$ cat config.mk
export PLATFORM = sky130hd
export DESIGN_NAME = symbol_packer
export DESIGN_NICKNAME = d
export VERILOG_FILES = /design/src/rtl/symbol_packer.sv
export SDC_FILE = /design/constraint.sdc
export NUM_CORES = 1
export LEC_CHECK = 0
export BUFFER_PORTS_ARGS = -buffer_cell sky130_fd_sc_hd__clkbuf_2
export CAP_MARGIN = 20
export CORE_MARGIN = 3
export CORE_UTILIZATION = 50
export CTS_CLUSTER_SIZE = 10
export DETAILED_ROUTE_END_ITERATION = 8
export PLACE_DENSITY = 0.83
export SLEW_MARGIN = 20
export SYNTH_ARGS = -nofsm -noshare
export SYNTH_HDL_FRONTEND = slang
export SYNTH_SLANG_ARGS = --single-unit
$ cat constraint.sdc
create_clock -name clk -period 4.4 [get_ports clk]
set_clock_uncertainty 0.2 [all_clocks]
set_input_delay 0.44 -clock clk [delete_from_list [all_inputs] [get_ports clk]]
set_output_delay 0.44 -clock clk [all_outputs]
set_load 0.01 [all_outputs]
$ cat src/rtl/symbol_packer.sv
// Packs SYM_W-bit symbols LSB-first into WORD_W-bit words behind a one-entry output register.
// Optional partial-word flush is enabled by defining SYMBOL_PACKER_FLUSH_EN.
module symbol_packer #(
  parameter int SYM_W  = 2,
  parameter int WORD_W = 32
) (
  input  logic                             clk,
  input  logic                             rst,
  input  logic [SYM_W-1:0]                 sym_in,
  input  logic                             sym_valid_in,
  output logic                             sym_ready_out,
  input  logic                             flush_in,
  output logic [WORD_W-1:0]                data_out,
  output logic                             valid_data_out,
  input  logic                             data_ready_in,
  output logic [$clog2(WORD_W/SYM_W):0]    data_len_out,
  output logic [$clog2(WORD_W/SYM_W)-1:0]  sym_cnt_out
);

  localparam int N  = WORD_W / SYM_W;
  localparam int CW = $clog2(N);
  localparam int LW = CW + 1;

  typedef enum logic [1:0] {
    S_EMPTY,
    S_FILL,
    S_LAST
  } state_t;

  state_t            state;
  logic [WORD_W-1:0] acc;
  logic [CW-1:0]     sym_cnt;
  logic              flush_pending;

  logic [WORD_W-1:0] acc_next;
  logic [LW-1:0]     cnt_with;
  logic              accept;
  logic              out_free;
  logic              full;
  logic              flush_req;
  logic              fire;

  function automatic state_t state_of(input logic [CW-1:0] c);
    if (c == '0)
      return S_EMPTY;
    else if (c == CW'(N - 1))
      return S_LAST;
    else
      return S_FILL;
  endfunction

  // A pending flush blocks input so the partial word it captures cannot grow.
  assign sym_ready_out = !flush_pending &&
                         !(state == S_LAST && valid_data_out && !data_ready_in);
  assign accept   = sym_valid_in && sym_ready_out;
  assign out_free = !valid_data_out || data_ready_in;
  assign full     = accept && (state == S_LAST);

  always_comb begin
    acc_next = acc;
    for (int k = 0; k < N; k++) begin
      if (accept && sym_cnt == CW'(k))
        acc_next[k*SYM_W +: SYM_W] = sym_in;
    end
    cnt_with = {1'b0, sym_cnt} + LW'(accept);
  end

`ifdef SYMBOL_PACKER_FLUSH_EN
  assign flush_req = (flush_in || flush_pending) && (cnt_with != '0);
`else
  logic unused_flush;
  assign unused_flush = flush_in;
  assign flush_req    = 1'b0;
`endif

  // Accepting the last slot only happens when the output is free, so full always fires.
  assign fire = full || (flush_req && out_free);

  always_ff @(posedge clk or posedge rst) begin
    if (rst) begin
      state          <= S_EMPTY;
      acc            <= '0;
      sym_cnt        <= '0;
      flush_pending  <= 1'b0;
      data_out       <= '0;
      valid_data_out <= 1'b0;
      data_len_out   <= '0;
    end else if (fire) begin
      data_out       <= acc_next;
      data_len_out   <= cnt_with;
      valid_data_out <= 1'b1;
      acc            <= '0;
      sym_cnt        <= '0;
      state          <= S_EMPTY;
      flush_pending  <= 1'b0;
    end else begin
      if (data_ready_in)
        valid_data_out <= 1'b0;
      acc           <= acc_next;
      sym_cnt       <= cnt_with[CW-1:0];
      state         <= state_of(cnt_with[CW-1:0]);
      flush_pending <= flush_req;
    end
  end

  assign sym_cnt_out = sym_cnt;

endmodule

Yosys cells after proc, flatten, opt, wreduce, memory -nomap -nowiden
Index checks and enable logic that the tools add are counted.

Multiplexer cells: 23. Equality and inequality tests: 17. Reduce and logical (&&, ||, !) cells: 25. Add/sub/neg operators: 1.

Operators by type and width (count): $mux W2 (19); $eq A4 B4 Y1 const B (9); $mux W32 (1); $logic_and A1 B1 Y1 (20); $eq A4 B3 Y1 const B (4); $eq A4 B2 Y1 const B (2); $logic_not A4 Y1 (2); $add A4 B1 Y5 (1); $eq A4 B1 Y1 const B (1); $mux W4 (1); $eq A2 B2 Y1 const B (1); $logic_not A1 Y1 (2); $mux W1 (2); $reduce_bool A2 Y1 (1).

Word-level logic and storage cells: 72. Input port bits: 7. Output and inout port bits: 43. Flip-flop bits (word level): 76.

Longest topological paths before layout
Gate-level depths: netlist of run 1.

Depth in word-level cells: 10. Gate-level depth with buffers: 9. Depth with buffers taken out: 8.

Worst setup path after synthesis of run 1
No wires, ideal clock.

Path kind: input-to-reg. Start point: input data_ready_in. End point: register state[0]. Data arrival time: 2.021 ns. Path slack: 2.079 ns. Cell stages on the path: 9. Cells stage by stage: and4bb_1 > buf_6 > inv_1 > and2_1 > ha_1 > ha_1 > xnor2_1 > nor3_1 > a311oi_1.

Longest elaborated chain between the ends: 9.

RTL lines: from (decl) (RTL line 15) `input logic data_ready_in,`; $logic_not A1 Y1 (*) (RTL line 54) `!(state == S_LAST && valid_data_out && !data_ready_in);`; $logic_and A1 B1 Y1 (*) (RTL line 54); $logic_not A1 Y1 (*) (RTL line 54); named net sym_ready_out (RTL line 11) `output logic sym_ready_out,`; $logic_and A1 B1 Y1 (*) (RTL line 55) `assign accept = sym_valid_in && sym_ready_out;`; $add A4 B1 Y5 (RTL line 65) `cnt_with = {1'b0, sym_cnt} + LW'(accept);`; $eq A4 B4 Y1 (RTL line 46) `else if (c == CW'(N - 1))`; $mux W2 (RTL line 46); $mux W2 (RTL line 44) `if (c == '0)`; $mux W2 (*) (RTL line 88) `end else if (fire) begin`; to (signal assigned) (RTL line 101) `state <= state_of(cnt_with[CW-1:0]);`; to (decl) (RTL line 30) `state_t state;`.

Mark *: on every way through the listed nets, which the timed path passes. The rest lies on a longest branch. A chain may end at the register's enable or synchronous reset.

Worst setup path in the final report of run 1
Start point: register state[0]. End point: register state[0].

Longest elaborated chain between the ends: 10.

RTL lines (RTL line): $eq A2 B2 Y1 (*) (54, 57); $logic_and A1 B1 Y1 (2 in series) (54); $logic_not A1 Y1 (54); $logic_and A1 B1 Y1 (55); $add A4 B1 Y5 (65); $eq A4 B4 Y1 (46); $mux W2 (46); $mux W2 (44); $mux W2 (*) (88).

Mark *: on every way between the ends. The rest lies on a longest branch, timed or not.

==> impl_metrics.csv, run 1 <==
group,metric,value,unit
route,drtPass1Iterations,4,
route,wirelength,5.93,mm
worst_setup_path,cp-end-kind,"flop",
route,drt-initial-drc-count,165,
synthesis,synth_edf_count,0,
route,ant_nets,0,
sta,hold_slack,-0.00291,ns
synthesis,async_reset_ff_share,100,%
global_route,grt_usage,18.4,%
finish,nNetsFinal,336,
floorplanning,core,0.00599,mm²
worst_setup_path,r2r-start,"state[0]$_DFF_PP0_",
placement,dpl_cell_area,0.00340,mm²
worst_setup_path,cp-startpoint,"state[0]$_DFF_PP0_",
sta,relSlewSlack,43.7,%
cts,post_cts_resized,0,
outcome,violations,"negative hold slack",
outcome,status,"finished with violations",
synthesis,synth.distinct_cells,32,
cts,cts_setup_buffers,0,
floorplanning,die_height,85.2,µm
route,wl_per_cell,14.6,µm
hold_path,hold_class,"in2async",
synthesis,netlist_instances,284,
worst_setup_path,reg2reg_slack,1.44,ns
worst_setup_path,critPathArrivalTime,3.01,ns
floorplanning,die_w,85.2,µm
synthesis,synth_seq_area_share,60.6,%
global_route,gr-total-overflow,0,
floorplanning,num_rows,28,
sta,finalHoldViolCount,11,
route,via_per_inst,5.24,
placement,io_buffers,48,
cts,path_clk_slew,0.08,ns
floorplanning,num_io_pins,50,
sta,max_freq,0.338,GHz
sta,slew_viol_final,0,
finish,layout_commonest_cell,"dfrtp_1",
route,vias,2132,
cts,clk_latency,0.35,ns
sta,worst_pin_slew,0.845,ns
worst_setup_path,path_class,"reg2reg",
worst_setup_path,r2r-end,"state[0]$_DFF_PP0_",
sta,tns,0,ns
finish,finish.instance_area,0.00361,mm²
global_route,grt_start_max_net_pins,58,
cts,cts_hold_buffers,0,
floorplanning,start_util,52.4,%
worst_setup_path,worstSetupStartpointType,"flop",
synthesis,synth_area,0.00314,mm²
global_route,grt_pass1_wl,10.3,mm
global_route,grt_pass1_vias,2120,
finish,syn_to_final_growth,15.2,%
floorplanning,dieArea,0.00726,mm²
global_route,grt_antenna_before_repair,0,
placement,hpwl,4.01,mm
power,power_density,712,mW/mm²
power,leakage,0.00175,µW
synthesis,synth_seq_cells,76,
finish,most-common-layout-cells,"76 x dfrtp_1, 67 x nor2_1, 48 x clkbuf_2",
synthesis,dominantRegCellSynth,"dfrtp_1",
finish,drive_gt1_share,24.4,%
sta,rsz0062_at_grt,"false",
worst_setup_path,reg2regPathDepth,8,
synthesis,yosys_warnings,0,
cts,tritoncts,"built",
cts,cts_sinks,76,
cts,ctsLongestPathBuffers,2,
worst_setup_path,cp_max_fo,16,
sta,period_share,67.2,%
finish,n_antenna_cell,0,
worst_setup_path,cp_data_required_time,4.45,ns
power,vdd_ir_drop_max,0.394,mV
job,cap_violations,0,
sta,min_period,2.96,ns
cts,cts_buffers,9,
sta,finalSetupViolations,0,
cts,root_buffer,"clkbuf_8",
cts,htree_levels,3,
synthesis,syn_nets,293,
synthesis,synth.avg_cell_area,11.0,µm²
route,drc,0,
placement,gp_congestion,0.817,
==> through the flow <==
| stage | setup slack, ns | total power [µW] | utilization, % | instances |
|---|---|---|---|---|
| 5_1_grt | 1.15 | 2780 | 60.3 | 407 |
| 6_report | 1.44 | 2570 | 60.3 | 407 |
| 3_3_place_gp | 1.39 | 2010 | 56.8 | 391 |
| 4_1_cts | 1.42 | 2610 | 60.3 | 407 |
| 2_1_floorplan | 1.82 | 1740 | - | 284 |
| 3_5_place_dp | 1.31 | 2060 | 56.8 | 391 |
==> flip-flops by register name (all words and copies together) (netlist names) <==
register,count
acc,32
data_out,32
data_len_out,5
sym_cnt_out,4
state,2
valid_data_out,1
==> critical path, cell delays in order (launching register included) <==
cell      delay, ns
dfrtp_1        0.37
and4bb_1       0.83
inv_1          0.15
and2_1         0.20
ha_1           0.19
ha_1           0.21
xnor2_1        0.35
nor3_1         0.11
a311oi_1       0.24
==> area by class of cell <==
class	count	area [µm²]
clock inverters	7	83.8
flip-flops and latches	76	1900
repair buffers	50	255
fillers	503	2380
well taps	75	93.8
multi-input cells	188	1150
inverters	2	8.76
clock buffers	9	124
==> Yosys cell counts, types with 2 or more instances <==
cell,count,area [µm²]
dfrtp_1,76,1900
nor2_1,67,251
a21oi_1,32,160
mux2i_1,32,320
clkbuf_1,13,48.8
nand2_1,12,45.0
nor3_2,9,90.1
nand3_1,4,20.0
nand3b_1,4,30.0
and2_1,3,18.8
buf_2,3,15.0
nand2b_1,3,18.8
o21ai_0,3,15.0
ha_1,2,25.0
inv_1,2,7.51
nor3_1,2,10.0
or3_1,2,12.5
==> metal layers <==
layer	part of all wire, %	GRT usage, %	routed length (µm)	up-vias
li1	-	-	-	1043
met1	43	23.8	2550	1034
met2	51	29.4	3010	48
met3	4.8	5.73	283	7
met4	1.6	6.62	92	0
met5	0	0	0	-
==> how the worst max path moves through the flow <==
stage | endpoint | slack [ns] | cells after the start
floorplan | acc[0]$_DFF_PP0_ | 1.82 | 1
global placement | state[0]$_DFF_PP0_ | 1.39 | 9
detailed placement | state[0]$_DFF_PP0_ | 1.31 | 9
CTS | state[0]$_DFF_PP0_ | 1.42 | 8
global route | state[0]$_DFF_PP0_ | 1.15 | 8
finish | state[0]$_DFF_PP0_ | 1.44 | 8
==> cells by family (layout without fill, tap and decap cells) <==
group,after synthesis,after routing,synth area share [%]
compound gates,36,36,5.86
mux,32,32,10.2
xor+xnor,2,2,0.559
flops,76,76,60.6
buf+inv,20,68,2.87
fa+ha+maj,2,2,0.798
simple gates,116,116,19.1
==> power breakdown <==
| part | leakage (µW) | switching, µW | internal [µW] |
|---|---|---|---|
| Clock | 0.000102 | 271 | 270 |
| Combinational | 0.000667 | 495 | 350 |
| Sequential | 0.000985 | 170 | 1020 |
| Total | 0.00175 | 937 | 1640 |
(Power assumes the default switching activity.)
==> run 2: changes to the inputs <==
- PLACE_DENSITY: 0.83 -> 0.86
- clock period: 4.4 -> 2.7 ns (I/O delays scaled with it)
==> run 2 against run 1 <==
- the flow now finishes without violations
- via count is 2.4% higher
- sequential share of layout area shrank 0.49 points
- maximum frequency is 25% higher
- register-to-register slack got worse by 1.1 ns
- non-clock buffer count rose by 2
- first-iteration DRC count is 22% higher
- critical path type unchanged
- critical endpoint unchanged
==> impl_metrics.csv, run 2 (synthesis results as in run 1) <==
group,metric,value,unit
worst_setup_path,cp-end-kind,"flop",
power,p_sw,1540,µW
sta,max_freq,0.422,GHz
global_route,grt_pass1_vias,2245,
cts,ctsLongestPathBuffers,2,
placement,hpwl,3.96,mm
finish,drive_gt1_share,24.3,%
sta,min_period,2.37,ns
cts,post_cts_resized,0,
worst_setup_path,worstSetupStartpointType,"flop",
placement,gp_congestion,0.796,
cts,clk_latency,0.36,ns
route,drtPass1Iterations,4,
finish,n_antenna_cell,0,
sta,worst_pin_slew,0.702,ns
placement,place_ws,0.378,ns
route,drc,0,
route,via_per_inst,5.34,
cts,cts_buffers,9,
sta,slew_viol_final,0,
power,combPwrFrac,33.2,%
power,power_density,1150,mW/mm²
finish,layout_commonest_cell,"dfrtp_1",
cts,path_clk_slew,0.08,ns
sta,tns,0,ns
global_route,gr-total-overflow,0,
floorplanning,die_w,85.2,µm
power,internal_power,2660,µW
worst_setup_path,cp_data_required_time,2.77,ns
hold_path,hold_class,"in2reg",
global_route,grt_pass1_wl,10.9,mm
sta,period_share,87.7,%
cts,cts_setup_buffers,0,
floorplanning,num_rows,28,
worst_setup_path,cp_max_fo,5,
job,cap_violations,0,
sta,finalSetupViolations,0,
route,ant_nets,0,
worst_setup_path,path_class,"reg2reg",
outcome,status,"completed",
sta,rsz0062_at_grt,"false",
cts,htree_levels,3,
route,drt-initial-drc-count,201,
cts,root_buffer,"clkbuf_8",
floorplanning,die_height,85.2,µm
cts,tritoncts,"built",
worst_setup_path,critPathArrivalTime,2.43,ns
sta,fin_ws,0.332,ns
sta,relSlewSlack,53.1,%
power,leakage,0.00177,µW
finish,most-common-layout-cells,"76 x dfrtp_1, 67 x nor2_1, 48 x clkbuf_2",
floorplanning,dieArea,0.00726,mm²
floorplanning,core,0.00599,mm²
floorplanning,start_util,52.4,%
cts,cts_sinks,76,
route,vias,2183,
finish,syn_to_final_growth,16.3,%
finish,layoutNonFillerInstCount,409,
global_route,grt_antenna_before_repair,0,
power,swShare,36.7,%
finish,finish.instance_area,0.00365,mm²
finish,nNetsFinal,338,
route,wirelength,6.19,mm
placement,dpl_cell_area,0.00344,mm²
global_route,grt_usage,19.4,%
power,p_seq_share,46.1,%
placement,io_buffers,48,
global_route,grt_start_max_net_pins,103,
power,p_clk_share,20.7,%
floorplanning,num_io_pins,50,
power,vdd_ir_drop_max,0.819,mV
placement,dp_cells,392,
finish,top_regs,"acc (32), data_out (32), data_len_out (5)",
sta,finalHoldViolCount,0,
route,wl_per_cell,15.1,µm
## run 2: changes by cell type in the layout (fill, tap and decap cells not counted), sizes merged
cell / change
dlygate4sd3: +1
clkbuf: +1
clkinv: -1
buf: +1
## run 2: per-layer routing
layer / wire (µm) / vias up / share of wire [%] / GRT usage [%]
li1: - / 1046 / - / -
met1: 2760 / 1073 / 44 / 26.4
met2: 3010 / 54 / 49 / 29.2
met3: 303 / 10 / 4.9 / 5.92
met4: 123 / 0 / 2.0 / 7.91
met5: 0 / - / 0 / 0
## run 2: power by group through the flow
stage | Clock, µW | Combinational (µW) | Sequential (µW)
after floorplan | 0 | 809 | 2020
after global placement | 0 | 1340 | 1930
after detailed placement | 0 | 1390 | 1960
after CTS | 892 | 1420 | 1940
after global routing | 941 | 1580 | 2000
final | 871 | 1400 | 1940
## run 2: repair_timing
item                       4_1_cts  5_1_grt
setup endpoints to repair        0        0
hold endpoints to repair        32        0
hold buffers                     1        0
## run 2: worst paths after layout
check | startpoint | endpoint | slack (ns) | cells past startpoint
setup / recovery | state[0]$_DFF_PP0_ | state[0]$_DFF_PP0_ | 0.33 | 8
hold / removal | data_ready_in | valid_data_out$_DFFE_PP0P_ | 0.04 | 3
setup reg to reg | state[0]$_DFF_PP0_ | state[0]$_DFF_PP0_ | 0.33 | 8
hold reg to reg | data_len_out[2]$_DFFE_PP0P_ | data_len_out[2]$_DFFE_PP0P_ | 0.29 | 2
max in group asynchronous | rst | sym_cnt_out[2]$_DFF_PP0_ | 1.26 | 4
min in group asynchronous | rst | data_out[15]$_DFFE_PP0P_ | 0.34 | 3
## run 2: area by class of cell
class                   instances  area (µm²)
clock buffers                  10         128
clock inverters                 6        72.6
fillers                       462        2340
inverters                       2        7.51
multi-input cells             188        1150
flip-flops and latches         76        1900
well taps                      75        93.8
repair buffers                 52         298
## run 2: critical path: stages, from the launching register on
cell      delay (ns)
dfrtp_1         0.38
and4bb_1        0.32
inv_1           0.09
and2_1          0.16
ha_1            0.19
ha_1            0.21
xnor2_1         0.35
nor3_1          0.12
a311oi_1        0.25
## run 2: stage by stage
stage                     utilization (%)  hold slack [ns]  total power, µW
after CTS                            60.9           0.0349             4260
final                                60.9           0.0423             4210
after global routing                 60.9           0.0820             4520
after global placement               57.4            0.189             3270
after floorplan                         -            0.246             2830
after detailed placement             57.4            0.208             3350
